File: config.mk
export PLATFORM = sky130hd
export DESIGN_NAME = regfile_mp
export DESIGN_NICKNAME = d
export VERILOG_FILES = /design/src/rtl/regfile_pkg.sv /design/src/rtl/regfile_scoreboard.sv /design/src/rtl/regfile_mp.sv
export SDC_FILE = /design/constraint.sdc
export NUM_CORES = 2
export LEC_CHECK = 0
export ABC_AREA = 1
export ABC_CLOCK_PERIOD_IN_PS = 3100
export CAP_MARGIN = 5
export CORE_MARGIN = 10
export CORE_UTILIZATION = 53
export CTS_CLUSTER_SIZE = 25
export DETAILED_ROUTE_END_ITERATION = 8
export DONT_BUFFER_PORTS = 1
export PLACE_DENSITY_LB_ADDON = 0.3
export SLEW_MARGIN = 30
export SYNTH_ARGS = -nofsm -noshare
export SYNTH_HDL_FRONTEND = slang
export SYNTH_SLANG_ARGS = --single-unit
File: constraint.sdc
create_clock -name clk -period 3.1 [get_ports clk]
set_input_delay 0.62 -clock clk [delete_from_list [all_inputs] [get_ports clk]]
set_output_delay 0.62 -clock clk [all_outputs]
set_load 0.005 [all_outputs]
File: src/rtl/regfile_pkg.sv
// Shared constants and types for the multi-port register file.
// Optional same-cycle read forwarding is enabled by defining REGFILE_BYPASS_EN.
package regfile_pkg;

  localparam int REGFILE_DATA_W = 32;
  localparam int REGFILE_ADDR_W = 4;

  function automatic int byte_lanes(input int data_w);
    return data_w / 8;
  endfunction

  // Byte-enable vector of one write port at the default data width.
  typedef logic [byte_lanes(REGFILE_DATA_W)-1:0] be_t;

endpackage

File: src/rtl/regfile_scoreboard.sv
// Per-register busy bits: writes clear, reservations set, and a reservation wins on a tie.
// With REGFILE_BYPASS_EN defined, rbusy shows the post-edge busy value.
module regfile_scoreboard
  import regfile_pkg::*;
#(
  parameter int ADDR_W   = REGFILE_ADDR_W,
  parameter int NUM_RD   = 2,
  parameter int ZERO_REG = 1
) (
  input  logic                     clk,
  input  logic                     rst_n,
  input  logic [2**ADDR_W-1:0]     wclr,
  input  logic                     rsv_en,
  input  logic [ADDR_W-1:0]        rsv_addr,
  input  logic [NUM_RD*ADDR_W-1:0] raddr,
  output logic [NUM_RD-1:0]        rbusy,
  output logic [2**ADDR_W-1:0]     busy_vec
);

  localparam int DEPTH = 2**ADDR_W;

  logic [DEPTH-1:0] busy_q;
  logic [DEPTH-1:0] busy_d;

  // The set is applied after the clear so a new producer supersedes the retiring one.
  always_comb begin
    busy_d = busy_q & ~wclr;
    if (rsv_en) busy_d[rsv_addr] = 1'b1;
    if (ZERO_REG != 0) busy_d[0] = 1'b0;
  end

  always_ff @(posedge clk or negedge rst_n) begin
    if (!rst_n) busy_q <= '0;
    else        busy_q <= busy_d;
  end

  assign busy_vec = busy_q;

  always_comb begin
    rbusy = '0;
    for (int i = 0; i < NUM_RD; i++) begin
`ifdef REGFILE_BYPASS_EN
      rbusy[i] = rst_n & busy_d[raddr[i*ADDR_W +: ADDR_W]];
`else
      rbusy[i] = busy_q[raddr[i*ADDR_W +: ADDR_W]];
`endif
    end
  end

endmodule

File: src/rtl/regfile_mp.sv
// Parametrised multi-port register file with byte-enable writes, optional zero register
// and a busy scoreboard. Define REGFILE_BYPASS_EN to forward same-cycle writes to reads.
module regfile_mp
  import regfile_pkg::*;
#(
  parameter int DATA_W   = REGFILE_DATA_W,
  parameter int ADDR_W   = REGFILE_ADDR_W,
  parameter int NUM_RD   = 2,
  parameter int NUM_WR   = 2,
  parameter int ZERO_REG = 1
) (
  input  logic                             clk,
  input  logic                             rst_n,
  input  logic [NUM_RD*ADDR_W-1:0]         raddr,
  output logic [NUM_RD*DATA_W-1:0]         rdata,
  output logic [NUM_RD-1:0]                rbusy,
  input  logic [NUM_WR-1:0]                wen,
  input  logic [NUM_WR*ADDR_W-1:0]         waddr,
  input  logic [NUM_WR*(DATA_W/8)-1:0]     wbe,
  input  logic [NUM_WR*DATA_W-1:0]         wdata,
  input  logic                             rsv_en,
  input  logic [ADDR_W-1:0]                rsv_addr,
  output logic [2**ADDR_W-1:0]             busy_vec
);

  localparam int DEPTH = 2**ADDR_W;
  localparam int BE_W  = byte_lanes(DATA_W);

  logic [DEPTH-1:0][DATA_W-1:0] mem;
  logic [ADDR_W-1:0]            wa [NUM_WR];
  logic [DEPTH-1:0]             wclr;

  always_comb begin
    for (int j = 0; j < NUM_WR; j++) wa[j] = waddr[j*ADDR_W +: ADDR_W];
  end

  // NOTE: every always_comb output gets a default first, so no path leaves a latch.
  always_comb begin
    wclr = '0;
    for (int j = 0; j < NUM_WR; j++)
      if (wen[j]) wclr[wa[j]] = 1'b1;
  end

  // NOTE: the array is reset because reads must return 0 after reset; this keeps it in flops.
  always_ff @(posedge clk or negedge rst_n) begin
    if (!rst_n) begin
      mem <= '0;
    end else begin
      // NOTE: non-blocking updates in port order; the last one scheduled (higher port) wins a byte.
      for (int j = 0; j < NUM_WR; j++)
        for (int b = 0; b < BE_W; b++)
          if (wen[j] && wbe[j*BE_W + b] && !(ZERO_REG != 0 && wa[j] == '0))
            mem[wa[j]][b*8 +: 8] <= wdata[j*DATA_W + b*8 +: 8];
    end
  end

  always_comb begin
    logic [ADDR_W-1:0] ra;
    logic [DATA_W-1:0] v;
    rdata = '0;
    for (int i = 0; i < NUM_RD; i++) begin
      ra = raddr[i*ADDR_W +: ADDR_W];
      v  = mem[ra];
`ifdef REGFILE_BYPASS_EN
      // Same byte order as the write loop, so forwarding matches the collision priority.
      if (rst_n)
        for (int j = 0; j < NUM_WR; j++)
          for (int b = 0; b < BE_W; b++)
            if (wen[j] && wbe[j*BE_W + b] && wa[j] == ra)
              v[b*8 +: 8] = wdata[j*DATA_W + b*8 +: 8];
`endif
      if (ZERO_REG != 0 && ra == '0) v = '0;
      rdata[i*DATA_W +: DATA_W] = v;
    end
  end

  regfile_scoreboard #(
    .ADDR_W   (ADDR_W),
    .NUM_RD   (NUM_RD),
    .ZERO_REG (ZERO_REG)
  ) u_scoreboard (
    .clk      (clk),
    .rst_n    (rst_n),
    .wclr     (wclr),
    .rsv_en   (rsv_en),
    .rsv_addr (rsv_addr),
    .raddr    (raddr),
    .rbusy    (rbusy),
    .busy_vec (busy_vec)
  );

endmodule

Yosys cells after proc, flatten, opt, wreduce, memory -nomap -nowiden
Cells that the tools add are included.
- register bits: 527
- input port bits: 97
- output and inout port bits: 82
- logic and storage cells: 105
- order comparisons: 8
- multiplexer cells: 51
- bitwise gates (word level): 4
- reduce and logical (&&, ||, !) cells: 25
- operators with widths (kind ; count):
    bitwise mux 512 bit ; 8
    2-to-1 mux 512 bit ; 8
    demux 32 bit (select 4 bit) ; 8
    binary-select mux 32 bit (select 4 bit) ; 2
    2-to-1 mux 32 bit ; 6
    2-to-1 mux 16 bit ; 5
    2-to-1 mux 24 bit ; 2
    bitwise OR 16 bit ; 2
    < comparator 4 x 5 -> 1 bit, second input constant ; 5
    logical AND 1 bit ; 19
    AND 16 bit ; 1
    zero test 4 bit ; 4
    2-to-1 mux 8 bit ; 2
    NOT 16 bit ; 1
    demux 1 bit (select 4 bit) ; 3
    greater-or-equal comparator 4 x 1 -> 1 bit, second input constant ; 3
    binary-select mux 1 bit (select 4 bit) ; 2
    2-to-1 mux 1 bit ; 5
    zero test 1 bit ; 2

Depth between registers and ports, before layout
- word-level depth: 20
- mapped depth: 11
- gate-level depth less buffers: 8

Cells and area by module
Synthesis repeated with hierarchy kept, for this count alone.
- cell total of the unflattened synthesis: 5983
- area, all modules: 36657.7 um2
- by module, submodules not included (module ; instances ; cells each ; area an instance (um2) ; sequential area each (um2)):
    regfile_mp ; 1 ; 5851 ; 35739.3 ; 12812.3
    regfile_scoreboard ; 1 ; 132 ; 918.4 ; 375.4

Worst setup path after synthesis
Ideal clock, no wire load.
- path kind: input port to output port
- start: input port raddr[1]
- end: output port rdata[11]
- arrival: 1812 ps
- required time: 2480 ps
- setup slack: 668 ps
- stages: 8
- buffers on the path: 3
- cell sequence: buf_2 inv_2 clkbuf_1 buf_1 nand3_1 nand3_1 nand3_1 a21oi_1
- longest elaborated chain between the ends: 3
- elaborated cells between the ends (all ways): 4
- those cells by class: mux (3); reduce/logical (1)
- RTL lines (item ; line ; RTL):
    start, declared ; regfile_mp.sv:14 ; input logic [NUM_RD*ADDR_W-1:0] raddr,
    binary-select mux 32 bit (select 4 bit) ; regfile_mp.sv:63 ; v = mem[ra];
    2-to-1 mux 32 bit (implied by the code) ; regfile_mp.sv:63 ;
    2-to-1 mux 32 bit * ; regfile_mp.sv:72 ; if (ZERO_REG != 0 && ra == '0) v = '0;
    end, declared ; regfile_mp.sv:15 ; output logic [NUM_RD*DATA_W-1:0] rdata,
Every way passes the cells marked *; elsewhere a longest branch is shown, timed or not. The select of a mux whose other input is x is not followed.

Final worst setup path
- start: input port raddr[4]
- end: output port rdata[45]
The elaborated chain is that of the path after synthesis.

==> impl_results.md <==
- Run status: complete, but fails checks
- Violated checks: negative hold slack, max-slew violations
- Slack of the critical path: approximately 160 ps
- Distinct cell type count after synthesis: 24
- Type of element capturing the critical path: output port
- Buffer cell driving the clock tree root: clkbuf_16
- Final weighted congestion in routability-driven placement: 0.9820
- FF-to-FF Start: u_scoreboard.busy_vec[7]
- Synthesized area per cell: 6.206 um2
- Final setup vio count: 0
- Via-to-Cell Ratio: roughly 6.1
- Power per cell area: ~600 nW/um2
- Pin count of the biggest net entering global routing: 528
- Total wirelength of the detailed-routed design: 149.5 mm
- Routed WL per cell: about 23 um
- Worst reg-to-reg path cell count: 2
- Setup repair after global routing missed its margin: no
- Crit Path Class: in -> out
- Flop and latch count out of synthesis: ~530
- Die Outline Area: 79960 um2
- Post_cts resized: 0
- Post-synthesis sequential area ratio: a little over a third
- Max-Slew Margin vs Limit: -40.67%
- Worst setup skew after layout: 0 ps
- Static power due to leakage: 19.54 nW
- TritonCTS clock tree: yes
- First-pass GRT wire length: ~230 mm
- TritonRoute pass-1 iters: 8
- Fraction of layout instances using a drive strength above 1: between 5 and 6%
- Worst Hold Margin: -331.4 ps
- Post-synthesis cell area: 36600 um2
- Leading post-synthesis cells by cell area: dfrtp_1 (36%), nand2_1 (28%), nand3_1 (9.4%), o211ai_1 (9.1%), inv_1 (7.1%)
- Iter 0 DRT Violations: roughly 6300
- Detailed-placement wirelength estimate: between 90 and 100 mm
- Max-cap check violation count: 0
- Kind of path behind the tightest hold check: in -> async
- Post-CTS clock slew at the launch and capture registers of the worst setup and hold paths: approximately 60 ps
- Met1 WL: ~53 mm
- Worst Tran Pin Value: ~2100 ps
- Critical register-to-register path endpoint: u_scoreboard.busy_vec[7]
- Core region area: around 70000 um2
- Setup fix buffers added after clock tree synthesis: 0
- Instance count after placement with tap cells included: roughly 6500
- Horizontal die dimension: 282.8 um
- Count of unresolved DRC violations after routing: 0
- Area share of the largest cell type after synthesis: 36.04%
- Number of port buffers: 0
- Final non-filler cell total: 6629
- Post-Route Setup TNS: 0 ps
- Minimum setup slack after placement: between 400 and 500 ps
- # H-tree levels: 2
- Prevailing post-synth register cell: dfrtp_1
- Data arrival time of the critical path: ~2300 ps
- Length of routed met2 wiring: between 60 and 70 mm
- Post-synthesis instance total: around 6000
- Peak Freq: 340.0 MHz
- Sink Count: 527
- Total via count after detailed routing: ~40000
- CTS max path bufs: 3
- Overflow left after global routing: 0
- Layout overhead on the synthesized area: 7.392%
- Proportion of register bits with asynchronous set or reset after synthesis: between 90% and 100%
- Setup slack of the most critical reg-to-reg path: approximately 1700 ps
- Top-count cell post-synth: nand2_1
- Time the final worst path needs with I/O delays and setup: approximately 2900 ps
- Most frequent cells after synthesis: nand2_1 (2728), inv_1 (697), nand3_1 (687)
- Top metal layer carrying routed signals: met5
- Maximum ir drop on the vdd rail: about 460 uV
- Max-slew violation total from the final report: between 200 and 300
- Row cnt: 96
- Fin. Hold Viols: 277
- Height of the chip: about 280 um
- Initial antenna violation count: 6
- Clock Latency Late Sink: between 600 and 700 ps
- Net count of the mapped netlist: ~6000
- Largest driver fanout on the critical path: ~270
- Vias in the first global route: 37110
- Count of warnings emitted by yosys: 0
- Clock buffer count from CTS: a little over 60
- CP Data Required Time: around 2500 ps
- Total global-route track usage: between 30% and 40%
- Met3 layer wire length in the routed design: approximately 22 mm
- Dominant cell type by area after synthesis: dfrtp_1
- Share of the cycle needed by the critical path after routing: between 90% and 100%
- Total I/O pin count: ~180
- Fill cell count: approximately 6600
- Remaining antenna violation count: 0
- Core occupancy in the finished layout: 57.40%
- Net count, final: just under 6000
- Initial core utilization: about 53%
- Critical Path Start Type: input port
- Number of enable-type register cells in the synthesized netlist: 0
==> stage by stage <==
step / total power [mW] / instance area [um2] / hold WS, ps
2_1_floorplan: 14.44 / 36600 / 324.4
3_3_place_gp: 15.88 / 37360 / 352.9
3_5_place_dp: 16.03 / 37360 / 353.7
4_1_cts: 23.18 / 39280 / -332.2
5_1_grt: 24.63 / 39300 / -347.5
6_report: 23.36 / 39300 / -331.4
==> state kept, by name (all words and copies together), names as in the netlist <==
register               cells
mem                      512
u_scoreboard.busy_vec     15
==> critical path, cell delays in order <==
cell and delay, ps:
inv_8 580, buf_4 380, nand2_1 80, nand3_1 80, nand3_1 120, nand3_1 140
a21oi_1 110
==> worst max path at each step <==
stage / startpoint / end / slack [ps] / depth (start not counted)
2_1_floorplan: raddr[1] / rdata[11] / 670 / 8
3_3_place_gp: raddr[4] / rdata[37] / 410 / 9
3_5_place_dp: raddr[4] / rdata[37] / 420 / 9
4_1_cts: raddr[4] / rdata[37] / 420 / 9
5_1_grt: raddr[4] / rdata[35] / 180 / 9
6_report: raddr[4] / rdata[45] / 160 / 7
==> metal layers <==
metal | global-route usage, % | vias to the layer above
li1 | - | 18310
met1 | 46.15 | 18360
met2 | 53.67 | 3040
met3 | 10.19 | 657
met4 | 25.03 | 8
met5 | 0 | -
==> power breakdown <==
group | total [mW] | internal [mW] | switching [mW] | leakage, nW
Combinational | 6.31 | 2.43 | 3.88 | 12.1
Sequential | 9.86 | 8.66 | 1.20 | 6.46
Clock | 7.19 | 4.06 | 3.12 | 0.941
==> final cells by class <==
cell class	count	area, um2	share of cell area [%]
inverters	708	2678	6.813
well taps	882	1104	2.808
repair buffers	129	1181	3.005
clock inverters	12	108.9	0.2770
flip-flops and latches	527	13190	33.56
clock buffers	90	1807	4.597
multi-input cells	4278	19230	48.92
diodes	3	7.507	0.01910
==> kinds of logic after synthesis <==
logic type             share of synthesized area, %
buffers and inverters                         11.57
AND/OR/NAND/NOR                               39.87
AO/OA/AOI/OAI                                 12.51
flip-flops                                    36.04
other                                       0.01025
==> placed cells by master (no fill, tap or decap), types with 3 or more instances in the layout <==
cell type and instances:
diode_2 3, buf_4 112, o22ai_1 20, clkinv_1 3, inv_2 4, nand2_1 2728
nor2_4 4, o211ai_1 445, buf_12 17, clkbuf_16 62, clkbuf_1 13, inv_1 697
a21oi_1 88, o21ai_0 127, clkbuf_8 15, nand3_1 687, o221ai_1 3, clkinv_2 6
nor3_1 42, nor2_2 74, dfrtp_1 527, nor2_1 51
No activity file was read; power rests on OpenSTA's default activity.
